### src/rtl/atmega_clkgen.sv
// Clock generator with a PLL-style lock sequencer and CHANNELS fractional clock-enable dividers.
// Registers: CSR at BASE_ADDR, then one DIV/FRAC pair per channel.
module atmega_clkgen #(
  parameter int BUS_ADDR_DATA_LEN = 16,
  parameter int BASE_ADDR         = 'h29,
  parameter int CHANNELS          = 4,
  parameter int LOCK_CYCLES       = 64
) (
  input  logic                         clk,
  input  logic                         rst,
  input  logic [BUS_ADDR_DATA_LEN-1:0] addr,
  input  logic                         wr,
  input  logic                         rd,
  input  logic [7:0]                   bus_in,
  output logic [7:0]                   bus_out,
  output logic                         locked,
  output logic [CHANNELS-1:0]          ce_out,
  output logic [CHANNELS-1:0]          tog_out,
  output logic [1:0]                   dbg_state
);

  localparam int LCW = (LOCK_CYCLES > 1) ? $clog2(LOCK_CYCLES) : 1;

  typedef enum logic [1:0] {
    ST_OFF     = 2'd0,
    ST_LOCKING = 2'd1,
    ST_LOCKED  = 2'd2
  } lock_state_t;

  lock_state_t state, state_next;
  logic [LCW-1:0] lock_cnt, lock_cnt_next;

  logic plle, plle_next;
  logic csr_sel;
  logic [CHANNELS-1:0] div_sel, frac_sel;
  logic [7:0] div_q  [CHANNELS];
  logic [7:0] frac_q [CHANNELS];
  logic [7:0] rd_data;

  logic [7:0] cnt_q [CHANNELS];
  logic [7:0] acc_q [CHANNELS];
  logic [8:0] sum   [CHANNELS];
  logic       run;

  // Address decode
  always_comb begin
    div_sel  = '0;
    frac_sel = '0;
    csr_sel  = (addr == BUS_ADDR_DATA_LEN'(BASE_ADDR));
    for (int i = 0; i < CHANNELS; i++) begin
      div_sel[i]  = (addr == BUS_ADDR_DATA_LEN'(BASE_ADDR + 1 + 2 * i));
      frac_sel[i] = (addr == BUS_ADDR_DATA_LEN'(BASE_ADDR + 2 + 2 * i));
    end
  end

  // The lock FSM reacts to the PLLE value being written, so lock timing counts from the write edge.
  assign plle_next = (wr && csr_sel) ? bus_in[0] : plle;

  always_ff @(posedge clk or posedge rst) begin
    if (rst) begin
      plle <= 1'b0;
      for (int i = 0; i < CHANNELS; i++) begin
        div_q[i]  <= 8'h00;
        frac_q[i] <= 8'h00;
      end
    end else begin
      plle <= plle_next;
      for (int i = 0; i < CHANNELS; i++) begin
        if (wr && div_sel[i])  div_q[i]  <= bus_in;
        if (wr && frac_sel[i]) frac_q[i] <= bus_in;
      end
    end
  end

  always_comb begin
    rd_data = 8'h00;
    if (csr_sel) rd_data = {6'b0, (state == ST_LOCKED), plle};
    for (int i = 0; i < CHANNELS; i++) begin
      if (div_sel[i])  rd_data = div_q[i];
      if (frac_sel[i]) rd_data = frac_q[i];
    end
  end

  assign bus_out = (rd && !rst) ? rd_data : 8'h00;

  // Lock sequencer
  always_ff @(posedge clk or posedge rst) begin
    if (rst) begin
      state    <= ST_OFF;
      lock_cnt <= '0;
    end else begin
      state    <= state_next;
      lock_cnt <= lock_cnt_next;
    end
  end

  always_comb begin
    state_next    = state;
    lock_cnt_next = lock_cnt;
    if (!plle_next) begin
      state_next    = ST_OFF;
      lock_cnt_next = '0;
    end else begin
      case (state)
        ST_OFF: begin
          state_next    = ST_LOCKING;
          lock_cnt_next = LCW'(LOCK_CYCLES - 1);
        end
        ST_LOCKING: begin
          if (lock_cnt == '0) state_next = ST_LOCKED;
          else                lock_cnt_next = lock_cnt - LCW'(1);
        end
        ST_LOCKED: state_next = ST_LOCKED;
        default: begin
          state_next    = ST_OFF;
          lock_cnt_next = '0;
        end
      endcase
    end
  end

  assign locked    = (state == ST_LOCKED);
  assign dbg_state = state;
  assign run       = (state == ST_LOCKED) && plle_next;

  // Fractional dividers: the accumulator carry stretches a period by one cycle.
  always_comb begin
    for (int i = 0; i < CHANNELS; i++) begin
      sum[i] = {1'b0, acc_q[i]} + {1'b0, frac_q[i]};
    end
  end

  always_ff @(posedge clk or posedge rst) begin
    if (rst) begin
      ce_out  <= '0;
      tog_out <= '0;
      for (int i = 0; i < CHANNELS; i++) begin
        cnt_q[i] <= 8'h00;
        acc_q[i] <= 8'h00;
      end
    end else begin
      for (int i = 0; i < CHANNELS; i++) begin
        if (!run || div_q[i] == 8'h00) begin
          cnt_q[i]   <= 8'h00;
          acc_q[i]   <= 8'h00;
          ce_out[i]  <= 1'b0;
          tog_out[i] <= 1'b0;
        end else if (cnt_q[i] == 8'h00) begin
          ce_out[i]  <= 1'b1;
          tog_out[i] <= ~tog_out[i];
          acc_q[i]   <= sum[i][7:0];
          cnt_q[i]   <= div_q[i] - 8'd1 + {7'd0, sum[i][8]};
        end else begin
          cnt_q[i]  <= cnt_q[i] - 8'd1;
          ce_out[i] <= 1'b0;
        end
      end
    end
  end

endmodule

### config.mk
export PLATFORM = sky130hd
export DESIGN_NAME = atmega_clkgen
export DESIGN_NICKNAME = d
export VERILOG_FILES = /design/src/rtl/atmega_clkgen.sv
export SDC_FILE = /design/constraint.sdc
export NUM_CORES = 1
export LEC_CHECK = 0
export ABC_AREA = 0
export BUFFER_PORTS_ARGS = -buffer_cell sky130_fd_sc_hd__buf_4
export CORE_UTILIZATION = 35
export CTS_CLUSTER_SIZE = 24
export DETAILED_ROUTE_END_ITERATION = 6
export PLACE_DENSITY_LB_ADDON = 0.3
export SLEW_MARGIN = 20
export SYNTH_ARGS = -nofsm -noshare
export SYNTH_HDL_FRONTEND = slang
export SYNTH_SLANG_ARGS = --single-unit
### constraint.sdc
create_clock -name clk -period 7.35 [get_ports clk]
set_input_delay 1.47 -clock clk [delete_from_list [all_inputs] [get_ports clk]]
set_output_delay 1.47 -clock clk [all_outputs]
set_load 0.005 [all_outputs]
==> Word level (Yosys, flattened, before mapping) <==
Index checks and enable logic that the tools add are counted.
{ "totals": {"latch_bits": 0, "mem_bits_ro": 0, "n_memories": 0, "mem_bits_rw": 0, "output_inout_bits": 19, "register_bits": 145, "in_bits": 28} }
{ "op_classes": {"add_sub_neg": 17, "div": 0, "n_shift": 0, "n_mul": 0, "n_eq_ne": 14, "n_mux": 49, "order_cmp": 0, "n_bitwise": 4, "n_reduce_logical": 32} }
{ "op_table": {"columns": ["operator", "n"], "rows": [
  ["8-bit 2-to-1 mux", 25],
  ["16-bit by 6-bit == test with 1-bit output, second input constant", 9],
  ["8-bit logical NOT", 8],
  ["8-bit by 1-bit subtractor with 8-bit output, second input constant", 8],
  ["8-bit by 8-bit adder with 9-bit output", 4],
  ["8-bit by 1-bit adder with 8-bit output", 4],
  ["6-bit case mux with 3 select lines", 1],
  ["1-bit 2-to-1 mux", 17],
  ["6-bit 2-to-1 mux", 2],
  ["1-bit logical AND", 11],
  ["2-bit nonzero test", 4],
  ["6-bit logical NOT", 1],
  ["2-bit 2-to-1 mux", 3],
  ["3-bit != test, second input constant", 2],
  ["2-bit case mux with 3 select lines", 1],
  ["6-bit by 1-bit subtractor with 6-bit output, second input constant", 1],
  ["1-bit logical OR", 4],
  ["1-bit inverter", 4],
  ["2-bit by 1-bit == test with 1-bit output, second input constant", 1],
  ["2-bit == test, second input constant", 1],
  ["1-bit logical NOT", 2],
  ["2-bit logical NOT", 1],
  ["2-bit != test, second input constant", 1],
  ["2-bit AND reduction", 1]
]} }

==> Longest topological paths before layout <==
{ "depth": {"depth_word": 11, "mapped_depth": 16, "ltp_nobuf": 16} }

==> Worst setup path before layout <==
No wires, ideal clock.
{ "synth_timing": {"kind": "input to output", "from": "in rst", "to": "out bus_out[3]", "arrival_time_ps": 5427, "required_time_ps": 5880, "path_stages": 3, "slack_ps": 453, "path_cell_list": "inv_1 -> nand2_1 -> a311oi_1"} }
{ "synth_via": {"elab_chain_len": 3} }
{ "synth_rtl": {"columns": ["element", "line", "rtl"], "rows": [
  ["from (decl)", "10", "input logic rst,"],
  ["1-bit logical NOT (no source line)", null, null],
  ["1-bit logical AND", "84", "assign bus_out = (rd && !rst) ? rd_data : 8'h00;"],
  ["8-bit 2-to-1 mux", "84", null],
  ["to (decl)", "15", "output logic [7:0] bus_out,"]
]} }
Every way passes these cells.

==> Final worst setup path <==
{ "layout_timing": {"from": "in addr[9]", "to": "out bus_out[7]"} }
{ "layout_via": {"elab_chain_len": 10} }
{ "layout_rtl": {"columns": ["element", "line", "rtl"], "rows": [
  ["from (decl)", "11", "input logic [BUS_ADDR_DATA_LEN-1:0] addr,"],
  ["16-bit by 6-bit == test with 1-bit output", "51", "div_sel[i] = (addr == BUS_ADDR_DATA_LEN'(BASE_ADDR + 1 + 2 * i));"],
  ["8-bit 2-to-1 mux", "79", "if (div_sel[i]) rd_data = div_q[i];"],
  ["8-bit 2-to-1 mux", "80", "if (frac_sel[i]) rd_data = frac_q[i];"],
  ["8-bit 2-to-1 mux", "79", null],
  ["8-bit 2-to-1 mux", "80", null],
  ["8-bit 2-to-1 mux", "79", null],
  ["8-bit 2-to-1 mux", "80", null],
  ["8-bit 2-to-1 mux", "79", null],
  ["8-bit 2-to-1 mux *", "80", null],
  ["8-bit 2-to-1 mux *", "84", null]
]} }
Every way passes the cells marked *; elsewhere a longest branch is shown, timed or not.

==> summary.txt <==
Floorplanning
  – Full die area: approximately 26000 sq um
  – Initial Util: 0.359
  – Io pins: 47
  – Die width: roughly 160 um
  – Row count: 57
  – Die height: approximately 160 um
  – Core Area: 24500 sq um

Clock network
  – Setup bufs post-CTS: 0
  – Worst-skew pair later-pin latency: between 0.4 and 0.5 ns
  – Hold-fix buffers, CTS: 0
  – Root Buffer: clkbuf_16
  – Reg clk slew, reported paths: about 0.06 ns
  – H-Tree Level Count: 4
  – TritonCTS Sinks: between 100 and 150
  – TritonCTS Buffers: 17
  – Resized cells post-CTS: 0
  – CTS max path bufs: 2
  – CTS tree: done

Routing
  – Drt first-iter violations: between 400 and 500
  – DRC violations left: 0
  – Metal2 WL: ~9700 um
  – Total wire length: 20900 um
  – Drt first pass iters: 5
  – Routed vias/inst: 5.24
  – Routed WL per cell: 16.4 um
  – Wl on met1: around 9900 um
  – Final ANT Viol Nets: 0
  – Highest metal used: met4
  – Routed met3 length: slightly below 1000 um
  – Via count: 6649

Setup path
  – Worst-path fanout max: 11
  – Data arrival time of the worst path: 3.77 ns
  – Crit Path Class: in -> out
  – CP Launch Type: primary input
  – Crit path capture type: primary output
  – Slack of the worst reg-to-reg path: between 4 and 5 ns
  – Required time worst endpoint: a little under 6 ns
  – RR Endpoint: cnt_q[15]
  – RR Startpoint: frac_q[10]
  – FF-to-FF path depth: 14

Power and ir drop
  – Seq pwr share: 0.452
  – Design Power: 1.77 mW
  – Peak VDD IR: between 100 and 150 uV
  – Combinational share of power: 0.031
  – Power Density: about 180 nW/um^2
  – Lkg Pwr: 4.74 nW
  – P_sw: approximately 0.38 mW
  – Switching share of power: 0.217
  – Cell-internal power: 1.38 mW
  – Clock Power Share: 0.517

Yosys
  – Commonest cells post-synth: 145 x dfrtp_1, 114 x nor2_1, 67 x nand2_1
  – Top cell type's share of synthesized area: 0.413
  – Mapped Cells: a little under 900
  – Seq cells post-synth: about 150
  – Net Count, Synth: slightly below 1000
  – Synth async-reset ratio: 1.00
  – Largest family of logic cells by synthesized area: simple AND/OR/NAND/NOR gates
  – Syn avg cell area: ~9.8 sq um
  – Sequential area share after synthesis: 0.413
  – Top-count cell post-synth: dfrtp_1
  – Yosys top cell by area: dfrtp_1
  – Synthesis Warnings: 0
  – Post-synthesis instance area: 8780 sq um
  – XOR/XNOR Fraction of Synth Area: 0.0579
  – Netlist cell types: 55
  – Top FF cell, synth: dfrtp_1
  – Post-synthesis simple-gate area fraction: 0.169
  – Post-synth EDFFs: 0
  – Top post-synthesis cells by area: dfrtp_1 41%, mux2_2 8.0%, ha_1 7.6%
  – Mux share of post-synthesis cell area: 0.0924
  – Post-synthesis adder-cell area fraction: 0.0847
  – Post-synthesis compound-gate area fraction: 0.146

Min path
  – Hold Path End: acc_q[18]
  – Hold Crit Start: acc_q[18]
  – Worst hold stages: 2
  – Hold Path Class: reg -> reg

Place
  – DP Area: 9400 sq um
  – Gpl congestion: 0.845
  – I/O Buffers: 46
  – Place WS: roughly 2.1 ns
  – Post-DP HPWL: about 15000 um

STA
  – Max frequency: 191 MHz
  – Period utilisation layout: 0.712
  – Final worst setup slack: around 2.1 ns
  – RSZ-0062 raised after global routing: no
  – Setup TNS: 0 ns
  – Max Slew Vio Count: 0
  – Setup violators final: 0
  – Worst-Margin Slew: between 0.8 and 0.9 ns
  – Layout Skew: about 0.010 ns
  – Period minus WS final: 5.24 ns
  – Slew headroom: 0.415
  – Final Hold Vio Count: 0

Finish
  – Fraction of layout cells with a size suffix above 1: 0.168
  – Area grow syn2layout: 14.2%
  – Nets: slightly above 1000
  – Fin area: 10000 sq um
  – Post-Route Utilization: 0.410
  – Diode count: 0

Job
  – MaxCap Viol Count: 0

Global route
  – Initial antenna violation count: 0
  – First-pass GRT wire length: between 30000 and 40000 um
  – Vias in the first global route: 6489
  – Largest net degree at the start of global routing: a little under 80
  – GR Overflow Total: 0
  – Total GRT Usage: 0.170

Run status
  – Outcome: complete, no violations
[power groups by stage]
stage	clock, mW	combinational [mW]	sequential (mW)
floorplan	0	0.0245	0.813
global placement	0	0.0558	0.813
detailed placement	0	0.0562	0.813
CTS	0.938	0.0564	0.798
global route	0.970	0.0609	0.798
finish	0.912	0.0543	0.799
[worst max-delay path: stages]
cell	delay (ns)
buf_4	0.12
nor4_4	0.40
nand2_1	0.39
nor3_1	0.47
a22oi_1	0.16
a31oi_1	0.26
a221oi_2	0.07
a211oi_2	0.27
buf_4	0.15
[layer usage]
| metal | vias up | track usage |
|---|---|---|
| met1 | 3226 | 0.235 |
| met3 | 26 | 0.0385 |
| met4 | 0 | 0.0528 |
| li1 | 3270 | - |
| met5 | - | 0 |
| met2 | 127 | 0.264 |
[cell usage in the layout (no fill, tap or decap), types with 3 or more instances in the layout]
master | synthesis | final
nor2_1 | 114 | 114
nor3_1 | 22 | 22
or3_1 | 4 | 4
mux2_2 | 62 | 62
a311oi_1 | 6 | 6
and3_1 | 6 | 6
a21oi_1 | 55 | 55
clkbuf_16 | 0 | 17
fa_1 | 4 | 4
nor2b_1 | 11 | 11
o31a_1 | 4 | 4
nor4_4 | 4 | 4
and2_1 | 3 | 3
a31oi_1 | 6 | 6
ha_1 | 53 | 53
nand2b_1 | 16 | 16
a22oi_1 | 9 | 9
dfrtp_1 | 145 | 145
nand2_1 | 67 | 67
a211oi_1 | 38 | 38
bufinv_16 | 0 | 4
o21bai_1 | 6 | 6
xor2_1 | 33 | 33
mux2i_1 | 9 | 9
nand3_1 | 11 | 11
o21ai_0 | 33 | 33
nand3_4 | 4 | 4
buf_4 | 0 | 49
a21o_1 | 13 | 13
clkinv_4 | 0 | 3
nor4_1 | 20 | 20
nor3b_1 | 5 | 5
xnor2_1 | 25 | 25
o21a_1 | 5 | 5
a221oi_1 | 7 | 7
inv_1 | 43 | 42
clkinv_2 | 0 | 3
[cell type report]
| cell class | count | area, sq um |
|---|---|---|
| well taps | 324 | 405 |
| fillers | 2356 | 14400 |
| multi-input cells | 675 | 4830 |
| inverters | 44 | 173 |
| clock inverters | 13 | 185 |
| flip-flops and latches | 145 | 3630 |
| repair buffers | 49 | 368 |
| clock buffers | 19 | 433 |
[state kept, by name, indices dropped and copies added (netlist names)]
register	flops
lock_cnt	6
tog_out	4
ce_out	4
frac_q	32
cnt_q	32
dbg_state	2
div_q	32
plle	1
acc_q	32
[cells by family after synthesis]
family,count (synthesis)
AO/OA/AOI/OAI,195
adder cells (fa/ha/maj),57
buffers and inverters,75
flip-flops,145
AND/OR/NAND/NOR,293
multiplexers,72
XOR/XNOR,58
[per-stage QoR]
stage | hold slack, ns | cells
after floorplan | 0.484 | 895
after global placement | 0.503 | 1237
after detailed placement | 0.515 | 1237
after CTS | 0.529 | 1269
after global routing | 0.550 | 1269
final | 0.521 | 1269
[worst max-delay path by stage]
| stage | startpoint | to | slack, ns | depth (start not counted) |
|---|---|---|---|---|
| 3_5_place_dp | addr[9] | bus_out[3] | 2.09 | 9 |
| 2_1_floorplan | rst | bus_out[3] | 0.45 | 3 |
| 5_1_grt | addr[9] | bus_out[3] | 1.89 | 9 |
| 3_3_place_gp | addr[9] | bus_out[3] | 2.11 | 9 |
| 4_1_cts | addr[9] | bus_out[3] | 2.08 | 9 |
| 6_report | addr[9] | bus_out[7] | 2.11 | 9 |
(Power assumes the default switching activity.)
